## src/rtl/ariane_pkg.sv

```systemverilog
// Shared core types for the multiplier writeback buffer: core configuration record,
// default FIFO depth and the default-configuration entry layout.
package ariane_pkg;

    typedef struct packed {
        int unsigned XLEN;
        int unsigned TRANS_ID_BITS;
        int unsigned NUM_THREADS_LOG;
    } cva6_cfg_t;

    localparam cva6_cfg_t cva6_cfg_empty = '{XLEN: 64, TRANS_ID_BITS: 3, NUM_THREADS_LOG: 2};

    localparam int unsigned MULT_WB_DEPTH = 4;

    // Entry layout for the default configuration; other configurations rebuild the same shape.
    typedef struct packed {
        logic [cva6_cfg_empty.XLEN-1:0]            result;
        logic [cva6_cfg_empty.TRANS_ID_BITS-1:0]   trans_id;
        logic [cva6_cfg_empty.NUM_THREADS_LOG-1:0] thread_id;
        logic                                      live;
    } mult_wb_entry_t;

endpackage

```

## src/rtl/mult_wb_buffer_if.sv

```systemverilog
// Handshake bundle between the multiplier/issue/flush side and the writeback buffer.
// slave = the buffer, master = the surrounding pipeline.
interface mult_wb_buffer_if
    import ariane_pkg::*;
#(
    parameter int unsigned XLEN            = cva6_cfg_empty.XLEN,
    parameter int unsigned TRANS_ID_BITS   = cva6_cfg_empty.TRANS_ID_BITS,
    parameter int unsigned NUM_THREADS_LOG = cva6_cfg_empty.NUM_THREADS_LOG
);
    logic                       issue_valid_i;
    logic                       issue_ready_o;
    logic                       mult_valid_i;
    logic [XLEN-1:0]            mult_result_i;
    logic [TRANS_ID_BITS-1:0]   mult_trans_id_i;
    logic [NUM_THREADS_LOG-1:0] mult_thread_id_i;
    logic                       flush_i;
    logic [NUM_THREADS_LOG-1:0] flush_thread_i;
    logic                       wb_valid_o;
    logic                       wb_ready_i;
    logic [XLEN-1:0]            wb_result_o;
    logic [TRANS_ID_BITS-1:0]   wb_trans_id_o;
    logic [NUM_THREADS_LOG-1:0] wb_thread_id_o;

    modport slave (
        input  issue_valid_i, mult_valid_i, mult_result_i, mult_trans_id_i, mult_thread_id_i,
        input  flush_i, flush_thread_i, wb_ready_i,
        output issue_ready_o, wb_valid_o, wb_result_o, wb_trans_id_o, wb_thread_id_o
    );

    modport master (
        output issue_valid_i, mult_valid_i, mult_result_i, mult_trans_id_i, mult_thread_id_i,
        output flush_i, flush_thread_i, wb_ready_i,
        input  issue_ready_o, wb_valid_o, wb_result_o, wb_trans_id_o, wb_thread_id_o
    );
endinterface

```

## src/rtl/mult_wb_fifo.sv

```systemverilog
// Circular result FIFO: DEPTH entries, head/tail pointers, occupancy count and a
// per-entry kill input that clears the live bit of stored entries.
module mult_wb_fifo
    import ariane_pkg::*;
#(
    parameter int unsigned DEPTH   = MULT_WB_DEPTH,
    parameter int unsigned THR_W   = cva6_cfg_empty.NUM_THREADS_LOG,
    parameter type         entry_t = mult_wb_entry_t
) (
    input  logic                        clk_i,
    input  logic                        rst_i,
    input  logic                        push,
    input  entry_t                      push_entry,
    input  logic                        pop,
    input  logic [DEPTH-1:0]            kill,
    output entry_t                      head,
    output logic [$clog2(DEPTH):0]      count,
    output logic                        empty,
    output logic [DEPTH-1:0][THR_W-1:0] thread_ids
);
    localparam int unsigned PTR_W = $clog2(DEPTH);
    localparam int unsigned CNT_W = PTR_W + 1;

    entry_t             mem_reg [DEPTH];
    logic [PTR_W-1:0]   head_reg;
    logic [PTR_W-1:0]   tail_reg;
    logic [CNT_W-1:0]   count_reg;
    logic               full;

    // A push into a slot overrides any kill aimed at that slot's stale contents.
    for (genvar gi = 0; gi < DEPTH; gi++) begin : g_entry
        always_ff @(posedge clk_i or posedge rst_i) begin
            if (rst_i) begin
                mem_reg[gi] <= '0;
            end else if (push && (tail_reg == PTR_W'(gi))) begin
                mem_reg[gi] <= push_entry;
            end else if (kill[gi]) begin
                mem_reg[gi].live <= 1'b0;
            end
        end
        assign thread_ids[gi] = mem_reg[gi].thread_id;
    end

    always_ff @(posedge clk_i or posedge rst_i) begin
        if (rst_i) begin
            head_reg  <= '0;
            tail_reg  <= '0;
            count_reg <= '0;
        end else begin
            if (push) tail_reg <= tail_reg + PTR_W'(1);
            if (pop)  head_reg <= head_reg + PTR_W'(1);
            case ({push, pop})
                2'b10:   count_reg <= count_reg + CNT_W'(1);
                2'b01:   count_reg <= count_reg - CNT_W'(1);
                default: count_reg <= count_reg;
            endcase
        end
    end

    assign head  = mem_reg[head_reg];
    assign count = count_reg;
    assign empty = (count_reg == '0);
    assign full  = (count_reg == CNT_W'(DEPTH));

    always_ff @(posedge clk_i) begin
        if (!rst_i) begin
            assert (!(push && full));
            assert (!(pop && empty));
        end
    end
endmodule

```

## src/rtl/mult_wb_buffer.sv

```systemverilog
// Writeback buffer behind the pipelined multiplier: issue credit, flush-on-push and
// head presentation. Optional same-cycle bypass when empty: `define MULT_WB_BYPASS_EN.
module mult_wb_buffer
    import ariane_pkg::*;
#(
    parameter cva6_cfg_t   CVA6Cfg = cva6_cfg_empty,
    parameter int unsigned DEPTH   = MULT_WB_DEPTH
) (
    input  logic            clk_i,
    input  logic            rst_i,
    mult_wb_buffer_if.slave bus
);
    localparam int unsigned XLEN  = CVA6Cfg.XLEN;
    localparam int unsigned TID_W = CVA6Cfg.TRANS_ID_BITS;
    localparam int unsigned THR_W = CVA6Cfg.NUM_THREADS_LOG;
    localparam int unsigned CNT_W = $clog2(DEPTH) + 1;
    // One slot stays in reserve for the issue that lands while ready is still high.
    localparam logic [CNT_W:0] CREDIT_LIMIT = (CNT_W + 1)'(DEPTH - 1);

    typedef struct packed {
        logic [XLEN-1:0]  result;
        logic [TID_W-1:0] trans_id;
        logic [THR_W-1:0] thread_id;
        logic             live;
    } entry_t;

    logic                        push;
    logic                        pop;
    logic                        empty;
    logic [CNT_W-1:0]            count;
    entry_t                      push_entry;
    entry_t                      head;
    logic [DEPTH-1:0]            kill;
    logic [DEPTH-1:0][THR_W-1:0] thread_ids;
    logic                        incoming_dead;
    logic                        head_valid;
    logic                        inflight_reg;
    logic                        issue_ready_reg;
    logic [CNT_W:0]              credit_used;

    assign incoming_dead = bus.flush_i && (bus.mult_thread_id_i == bus.flush_thread_i);

    assign push_entry = '{result:    bus.mult_result_i,
                          trans_id:  bus.mult_trans_id_i,
                          thread_id: bus.mult_thread_id_i,
                          live:      !incoming_dead};

    for (genvar gi = 0; gi < DEPTH; gi++) begin : g_kill
        assign kill[gi] = bus.flush_i && (thread_ids[gi] == bus.flush_thread_i);
    end

    mult_wb_fifo #(
        .DEPTH   (DEPTH),
        .THR_W   (THR_W),
        .entry_t (entry_t)
    ) u_fifo (
        .clk_i      (clk_i),
        .rst_i      (rst_i),
        .push       (push),
        .push_entry (push_entry),
        .pop        (pop),
        .kill       (kill),
        .head       (head),
        .count      (count),
        .empty      (empty),
        .thread_ids (thread_ids)
    );

    // Decided on the pre-flush live bit, so a head already on the bus completes its handshake.
    assign head_valid = !empty && head.live;
    assign pop        = !empty && (!head.live || bus.wb_ready_i);

`ifdef MULT_WB_BYPASS_EN
    logic bypass_sel;
    logic bypass_taken;

    assign bypass_sel   = empty && bus.mult_valid_i;
    assign bypass_taken = bypass_sel && !incoming_dead && bus.wb_ready_i;
    assign push         = bus.mult_valid_i && !bypass_taken;

    assign bus.wb_valid_o     = bypass_sel ? !incoming_dead       : head_valid;
    assign bus.wb_result_o    = bypass_sel ? bus.mult_result_i    : head.result;
    assign bus.wb_trans_id_o  = bypass_sel ? bus.mult_trans_id_i  : head.trans_id;
    assign bus.wb_thread_id_o = bypass_sel ? bus.mult_thread_id_i : head.thread_id;
`else
    assign push               = bus.mult_valid_i;
    assign bus.wb_valid_o     = head_valid;
    assign bus.wb_result_o    = head.result;
    assign bus.wb_trans_id_o  = head.trans_id;
    assign bus.wb_thread_id_o = head.thread_id;
`endif

    assign credit_used = {1'b0, count} + {{CNT_W{1'b0}}, inflight_reg};

    always_ff @(posedge clk_i or posedge rst_i) begin
        if (rst_i) begin
            inflight_reg    <= 1'b0;
            issue_ready_reg <= 1'b1;
        end else begin
            inflight_reg    <= bus.issue_valid_i && issue_ready_reg;
            issue_ready_reg <= credit_used < CREDIT_LIMIT;
        end
    end

    assign bus.issue_ready_o = issue_ready_reg;
endmodule

```

## src/flat_wrapper.sv

```systemverilog
// flat-port wrapper written by rule: the top's interface ports become plain ports
module mult_wb_buffer_flat import ariane_pkg::*;
#(
    parameter cva6_cfg_t   CVA6Cfg = cva6_cfg_empty,
    parameter int unsigned DEPTH   = MULT_WB_DEPTH
)
  (clk_i, rst_i, bus_issue_valid_i, bus_mult_valid_i, bus_mult_result_i, bus_mult_trans_id_i, bus_mult_thread_id_i, bus_flush_i, bus_flush_thread_i, bus_wb_ready_i, bus_issue_ready_o, bus_wb_valid_o, bus_wb_result_o, bus_wb_trans_id_o, bus_wb_thread_id_o);
  mult_wb_buffer_if #(.XLEN(64), .TRANS_ID_BITS(3), .NUM_THREADS_LOG(2)) bus_i ();
  input  logic clk_i;
  input  logic rst_i;
  input wire logic [$bits(bus_i.issue_valid_i)-1:0] bus_issue_valid_i;
  input wire logic [$bits(bus_i.mult_valid_i)-1:0] bus_mult_valid_i;
  input wire logic [$bits(bus_i.mult_result_i)-1:0] bus_mult_result_i;
  input wire logic [$bits(bus_i.mult_trans_id_i)-1:0] bus_mult_trans_id_i;
  input wire logic [$bits(bus_i.mult_thread_id_i)-1:0] bus_mult_thread_id_i;
  input wire logic [$bits(bus_i.flush_i)-1:0] bus_flush_i;
  input wire logic [$bits(bus_i.flush_thread_i)-1:0] bus_flush_thread_i;
  input wire logic [$bits(bus_i.wb_ready_i)-1:0] bus_wb_ready_i;
  output wire logic [$bits(bus_i.issue_ready_o)-1:0] bus_issue_ready_o;
  output wire logic [$bits(bus_i.wb_valid_o)-1:0] bus_wb_valid_o;
  output wire logic [$bits(bus_i.wb_result_o)-1:0] bus_wb_result_o;
  output wire logic [$bits(bus_i.wb_trans_id_o)-1:0] bus_wb_trans_id_o;
  output wire logic [$bits(bus_i.wb_thread_id_o)-1:0] bus_wb_thread_id_o;
  assign bus_i.issue_valid_i = bus_issue_valid_i;
  assign bus_i.mult_valid_i = bus_mult_valid_i;
  assign bus_i.mult_result_i = bus_mult_result_i;
  assign bus_i.mult_trans_id_i = bus_mult_trans_id_i;
  assign bus_i.mult_thread_id_i = bus_mult_thread_id_i;
  assign bus_i.flush_i = bus_flush_i;
  assign bus_i.flush_thread_i = bus_flush_thread_i;
  assign bus_i.wb_ready_i = bus_wb_ready_i;
  assign bus_issue_ready_o = bus_i.issue_ready_o;
  assign bus_wb_valid_o = bus_i.wb_valid_o;
  assign bus_wb_result_o = bus_i.wb_result_o;
  assign bus_wb_trans_id_o = bus_i.wb_trans_id_o;
  assign bus_wb_thread_id_o = bus_i.wb_thread_id_o;
  mult_wb_buffer #(.CVA6Cfg(CVA6Cfg), .DEPTH(DEPTH)) u_core (.clk_i(clk_i), .rst_i(rst_i), .bus(bus_i));
endmodule
```

## config.mk

```make
export PLATFORM = sky130hd
export DESIGN_NAME = mult_wb_buffer_flat
export DESIGN_NICKNAME = d
export VERILOG_FILES = /design/src/rtl/ariane_pkg.sv /design/src/rtl/mult_wb_buffer_if.sv /design/src/rtl/mult_wb_fifo.sv /design/src/rtl/mult_wb_buffer.sv /design/src/flat_wrapper.sv
export SDC_FILE = /design/constraint.sdc
export NUM_CORES = 1
export LEC_CHECK = 0
export ABC_CLOCK_PERIOD_IN_PS = 8600
export CORE_MARGIN = 2
export CORE_UTILIZATION = 25
export CTS_BUF_LIST = sky130_fd_sc_hd__clkbuf_8
export DETAILED_ROUTE_END_ITERATION = 6
export DONT_BUFFER_PORTS = 1
export PLACE_DENSITY = 0.39
export SYNTH_ARGS = -nofsm -noshare
export SYNTH_HDL_FRONTEND = slang
export SYNTH_SLANG_ARGS = --single-unit
export TNS_END_PERCENT = 1
```

## constraint.sdc

```tcl
create_clock -name clk_i -period 8.6 [get_ports clk_i]
set_clock_uncertainty 0.15 [all_clocks]
set_input_delay 0.86 -clock clk_i [delete_from_list [all_inputs] [get_ports clk_i]]
set_output_delay 0.86 -clock clk_i [all_outputs]
set_load 0.02 [all_outputs]
```

Yosys cells after proc, flatten, opt, wreduce, memory -nomap -nowiden
Index checks and enable logic that the tools add are counted.

Add/sub/neg operators: 5. $lt $le $gt $ge: 2. Eq/ne operators: 10. Muxes and demuxes: 12. Bitwise operators: 1. Reductions and logical operators: 23.

Operators with widths (number): $bmux W70 S2 (1); $mux W70 (2); $logic_and A1 B1 Y1 (12); $eq A2 B2 Y1 (5); $reduce_bool A2 Y1 (5); $mux W1 (8); $eq A2 B2 Y1 const B (3); $pmux W3 S2 (1); $add A2 B1 Y2 const B (2); $add A3 B1 Y4 (1); $eq A2 B1 Y1 const B (2); $lt A4 B2 Y1 const B (1); $add A3 B1 Y3 const B (1); $ge A3 B3 Y1 const B (1); $logic_not A1 Y1 (3); $logic_not A3 Y1 (1); $not A2 Y3 (1); $sub A3 B1 Y3 const B (1); $logic_not A2 Y1 (1); $logic_or A1 B1 Y1 (1).

Register bits after elaboration: 289. Output and inout bits: 71.

Depth between registers and ports, before layout
Depth in word-level cells: 9. Gate-level depth with buffers: 11. Mapped depth without buffers: 9.

Modules after synthesis
Synthesis repeated with hierarchy kept, for this count alone.

Cell total of the unflattened synthesis: 757. Area, all modules: 12854.8 µm².

Modules (own cells, without submodules): mult_wb_fifo (instances 1, cells each 727, area each 12592.1 µm², sequential area each 7181.9 µm²); mult_wb_buffer (instances 1, cells each 30, area each 262.8 µm², sequential area each 51.3 µm²).

Worst setup path before layout
Ideal clock, no wire load.

Kind: register to output. Start: register u_core.u_fifo.head_reg[0]. End: output port bus_wb_valid_o. Arrival: 1.361 ns. Slack: 6.229 ns. Cell stages (with the launch flop): 6. Path through: dfrtp_1 > buf_2 > buf_4 > inv_1 > mux2i_1 > nor2b_1.

Cells in the longest elaborated chain, start to end: 5.

Ends and longest elaborated chain: start, declared (line mult_wb_fifo.sv:25) `logic [PTR_W-1:0] head_reg;`; start signal, assigned (line mult_wb_fifo.sv:51) `if (pop) head_reg <= head_reg + PTR_W'(1);`; $not A2 Y3 (not written as such) (line mult_wb_fifo.sv:60) `assign head = mem_reg[head_reg];`; $bmux W70 S2 (line mult_wb_fifo.sv:60); $mux W70 (not written as such) (2 in series) (line mult_wb_fifo.sv:60); $logic_and A1 B1 Y1 (line mult_wb_buffer.sv:70) `assign head_valid = !empty && head.live;`; end, declared (line flat_wrapper.sv:20) `output wire logic [$bits(bus_i.wb_valid_o)-1:0] bus_wb_valid_o;`.

Every way passes these cells. The select of a mux whose other input is x is not followed.

Worst setup path after layout
Start: register u_core.u_fifo.head_reg[1]. End: output port bus_wb_valid_o.

Same word-level chain as after synthesis.

==> out/results.tsv <==
stage	metric	value	unit
floorplan	I/O pins	148	
floorplan	die height	229.2	um
cells_and_area	Finished Cell Area	14510	um2
synthesis	Syn Area/Cell	16.91	um2
timing	fmax	0.2487	GHz
synthesis	Synth Register Bits	289	
synthesis	Cell variety after synth	29	
routing	drt via density	4.483	
pwr	clock share of power	21.5	%
floorplan	Die W	229.2	um
grt	first-pass GRT wire length	48.43	mm
routing	DR WL/cell	21.17	um
clock_tree	CTS sink count	289	
routing	vias	6639	
clock_tree	CTS tree	built	
run_status	status	finished clean	
clock_tree	CTS Buf Count	55	
grt	Overflow after GRT	0	
pwr	Flop pwr share	40.1	%
clock_tree	H-tree depth	2	
clock_tree	clock-pin slew on the worst setup and hold paths	0.06	ns
synthesis	sequential area share after synthesis	57.05	%
cells_and_area	share of layout cells above drive strength 1	55.20	%
clock_tree	cells resized by post-CTS repair	0	
synthesis	Post-Syn Area	12680	um2
critical_path	crit path launch type	flop	
min_path	HP Class	primary input to asynchronous set/reset pin	
timing	max-slew violation count	0	
routing	TritonRoute pass-1 iters	4	
job	# Max-Cap Violations	0	
cells_and_area	Util after Layout	28.98	%
critical_path	worst r2r path cells	10	
clock_tree	CTS max path bufs	3	
grt	initial antenna violation count	1	
critical_path	Worst EP arrival	3.01	ns
pwr	switching share of power	35.55	%
place	Post-DP HPWL	19.50	mm
floorplan	row cnt	82	
floorplan	Core Region	50070	um2
cells_and_area	area growth from synthesis to layout	14.45	%
timing	Min Clock Period, post-route	4.021	ns
cells_and_area	max reg flops	272	
synthesis	Synth Flop Type	dfrtp_1	
timing	Max transition margin	25.03	%
pwr	power per standard cell area	440.7	nW/um2
synthesis	Yosys top cell area share	56.84	%
synthesis	area leader, netlist	dfrtp_1	
floorplan	die area	52530	um2
place	Port-buffer cells	0	
clock_tree	Setup Fix Bufs, Post-CTS	0	
pwr	P_leak	6.031	nW
critical_path	Critical Path RT	7.59	ns
clock_tree	clk_lat worst skew	0.62	ns
pwr	Int Power	4.122	mW
routing	number of nets with antenna violations after routing	0	
routing	Routed WL	31.36	mm
synthesis	synth warn	0	
pwr	P_sw	2.273	mW
synthesis	Commonest cells post-synth	288 x dfrtp_1, 276 x mux2_2, 69 x mux4_2	
timing	RSZ-0062 raised after global routing	no	
floorplan	Starting Density	25.32	%
cells_and_area	Multi-input gate area	5172	um2
timing	fin crit share	46.75	%
cells_and_area	FILL cells	5049	
place	Area after DPL	13370	um2
synthesis	Mapped Cells	750	
synthesis	largest cells by area after synthesis	dfrtp_1 57%, mux2_2 25%, mux4_2 12%, buf_2 1.5%, xnor2_1 0.76%	
pwr	VDD IR max	0.1409	mV
grt	vias in the first global route	7898	
grt	gr usage total	12.14	%
timing	worst slew pin tran	1.125	ns
clock_tree	Post-CTS Hold Buffers	0	
place	placer congestion estimate	0.7700	
clock_tree	Root Buffer	clkbuf_8	
synthesis	Post-synth ARST share	100.0	%
grt	largest net degree at the start of global routing	149	
pwr	Comb pwr share	38.4	%
routing	DRC	0	
cells_and_area	register area	7241	um2
cells_and_area	nets@finish	853	
timing	final hold vios	0	
synthesis	count leader, synth	dfrtp_1	
timing	Setup-failing EPs final	0	
timing	Setup TNS Final	0	ns
synthesis	Net Count, Synth	835	
critical_path	CP Class	flop to primary output	
synthesis	number of synthesized flops with an enable pin	0	
pwr	Total Power	6.395	mW
critical_path	Max FO, Critical Path	42	
critical_path	crit end category	primary output	
routing	Starting DRT DRC Count	252	
worst paths after layout:
path | startpoint | endpoint | slack, ns
worst max-delay path | u_core.u_fifo.head_reg[1] | bus_wb_valid_o | 4.58
worst min-delay path | rst_i | u_core.u_fifo.mem_reg[182] | 0.14
worst max register to register | u_core.u_fifo.head_reg[1] | u_core.u_fifo.count[2] | 5.08
worst min register to register | u_core.u_fifo.mem_reg[85] | u_core.u_fifo.mem_reg[85] | 0.35
max in group asynchronous | rst_i | u_core.u_fifo.head_reg[0] | 6.59
min in group clk_i | bus_mult_valid_i | u_core.u_fifo.tail_reg[0] | 0.19
critical path, stage by stage (launching register included):
cell and delay, ns:
dfrtp_4 0.74, buf_4 0.75, mux2i_1 0.21, mux2i_1 0.21, nor2b_1 0.45
cell type report:
cell class	instances	area share (%)
inverters	9	0.2587
repair buffers	9	0.5518
multi-input cells	404	35.64
clock buffers	71	6.734
well taps	672	5.794
flip-flops and latches	289	49.90
clock inverters	26	1.104
diodes	1	0.01724
metal layers:
layer  vias to the layer above  wire [um]  global-route usage [%]
li1                       2845          -                       -
met1                      3558      11940                   13.26
met2                       159      16320                   21.48
met3                        75       2023                   3.860
met4                         2       1054                   5.479
met5                         -         13                       0
cell families after synthesis:
family | Yosys count | synth area share (%)
mux | 351 | 37.28
flops | 289 | 57.05
buf+inv | 57 | 2.319
compound gates | 15 | 0.8584
xor+xnor | 15 | 1.036
simple gates | 15 | 0.6118
fa+ha+maj | 8 | 0.8486
per-stage QoR:
| stage | hold slack [ns] | worst slack (ns) | instances |
|---|---|---|---|
| 2_1_floorplan | 0.3238 | 3.758 | 750 |
| 3_3_place_gp | 0.3310 | 5.110 | 1383 |
| 3_5_place_dp | 0.3378 | 4.988 | 1383 |
| 4_1_cts | 0.09860 | 4.374 | 1480 |
| 5_1_grt | 0.1228 | 4.280 | 1480 |
| 6_report | 0.1421 | 4.579 | 1481 |
power by group through the flow:
stage / logic, mW / registers, mW / clock network [mW]
floorplan: 2.23 / 2.31 / 0
global placement: 2.45 / 2.56 / 0
detailed placement: 2.52 / 2.60 / 0
CTS: 2.53 / 2.58 / 1.44
global route: 2.63 / 2.66 / 1.50
finish: 2.46 / 2.57 / 1.37
cells in the final DEF (no fill, tap or decap), drive strengths merged, types with 3 or more instances in the layout:
master,Yosys,final
nand3,4,4
mux4,69,69
a31oi,4,4
buf,45,9
inv,9,27
clkinv,0,5
mux2i,5,5
xnor2,11,11
a21oi,3,3
dfrtp,288,288
nand2,6,6
a31o,4,4
xor2,4,4
clkbuf,3,71
ha,7,7
mux2,277,277
Power figures use the tool's default switching activity.
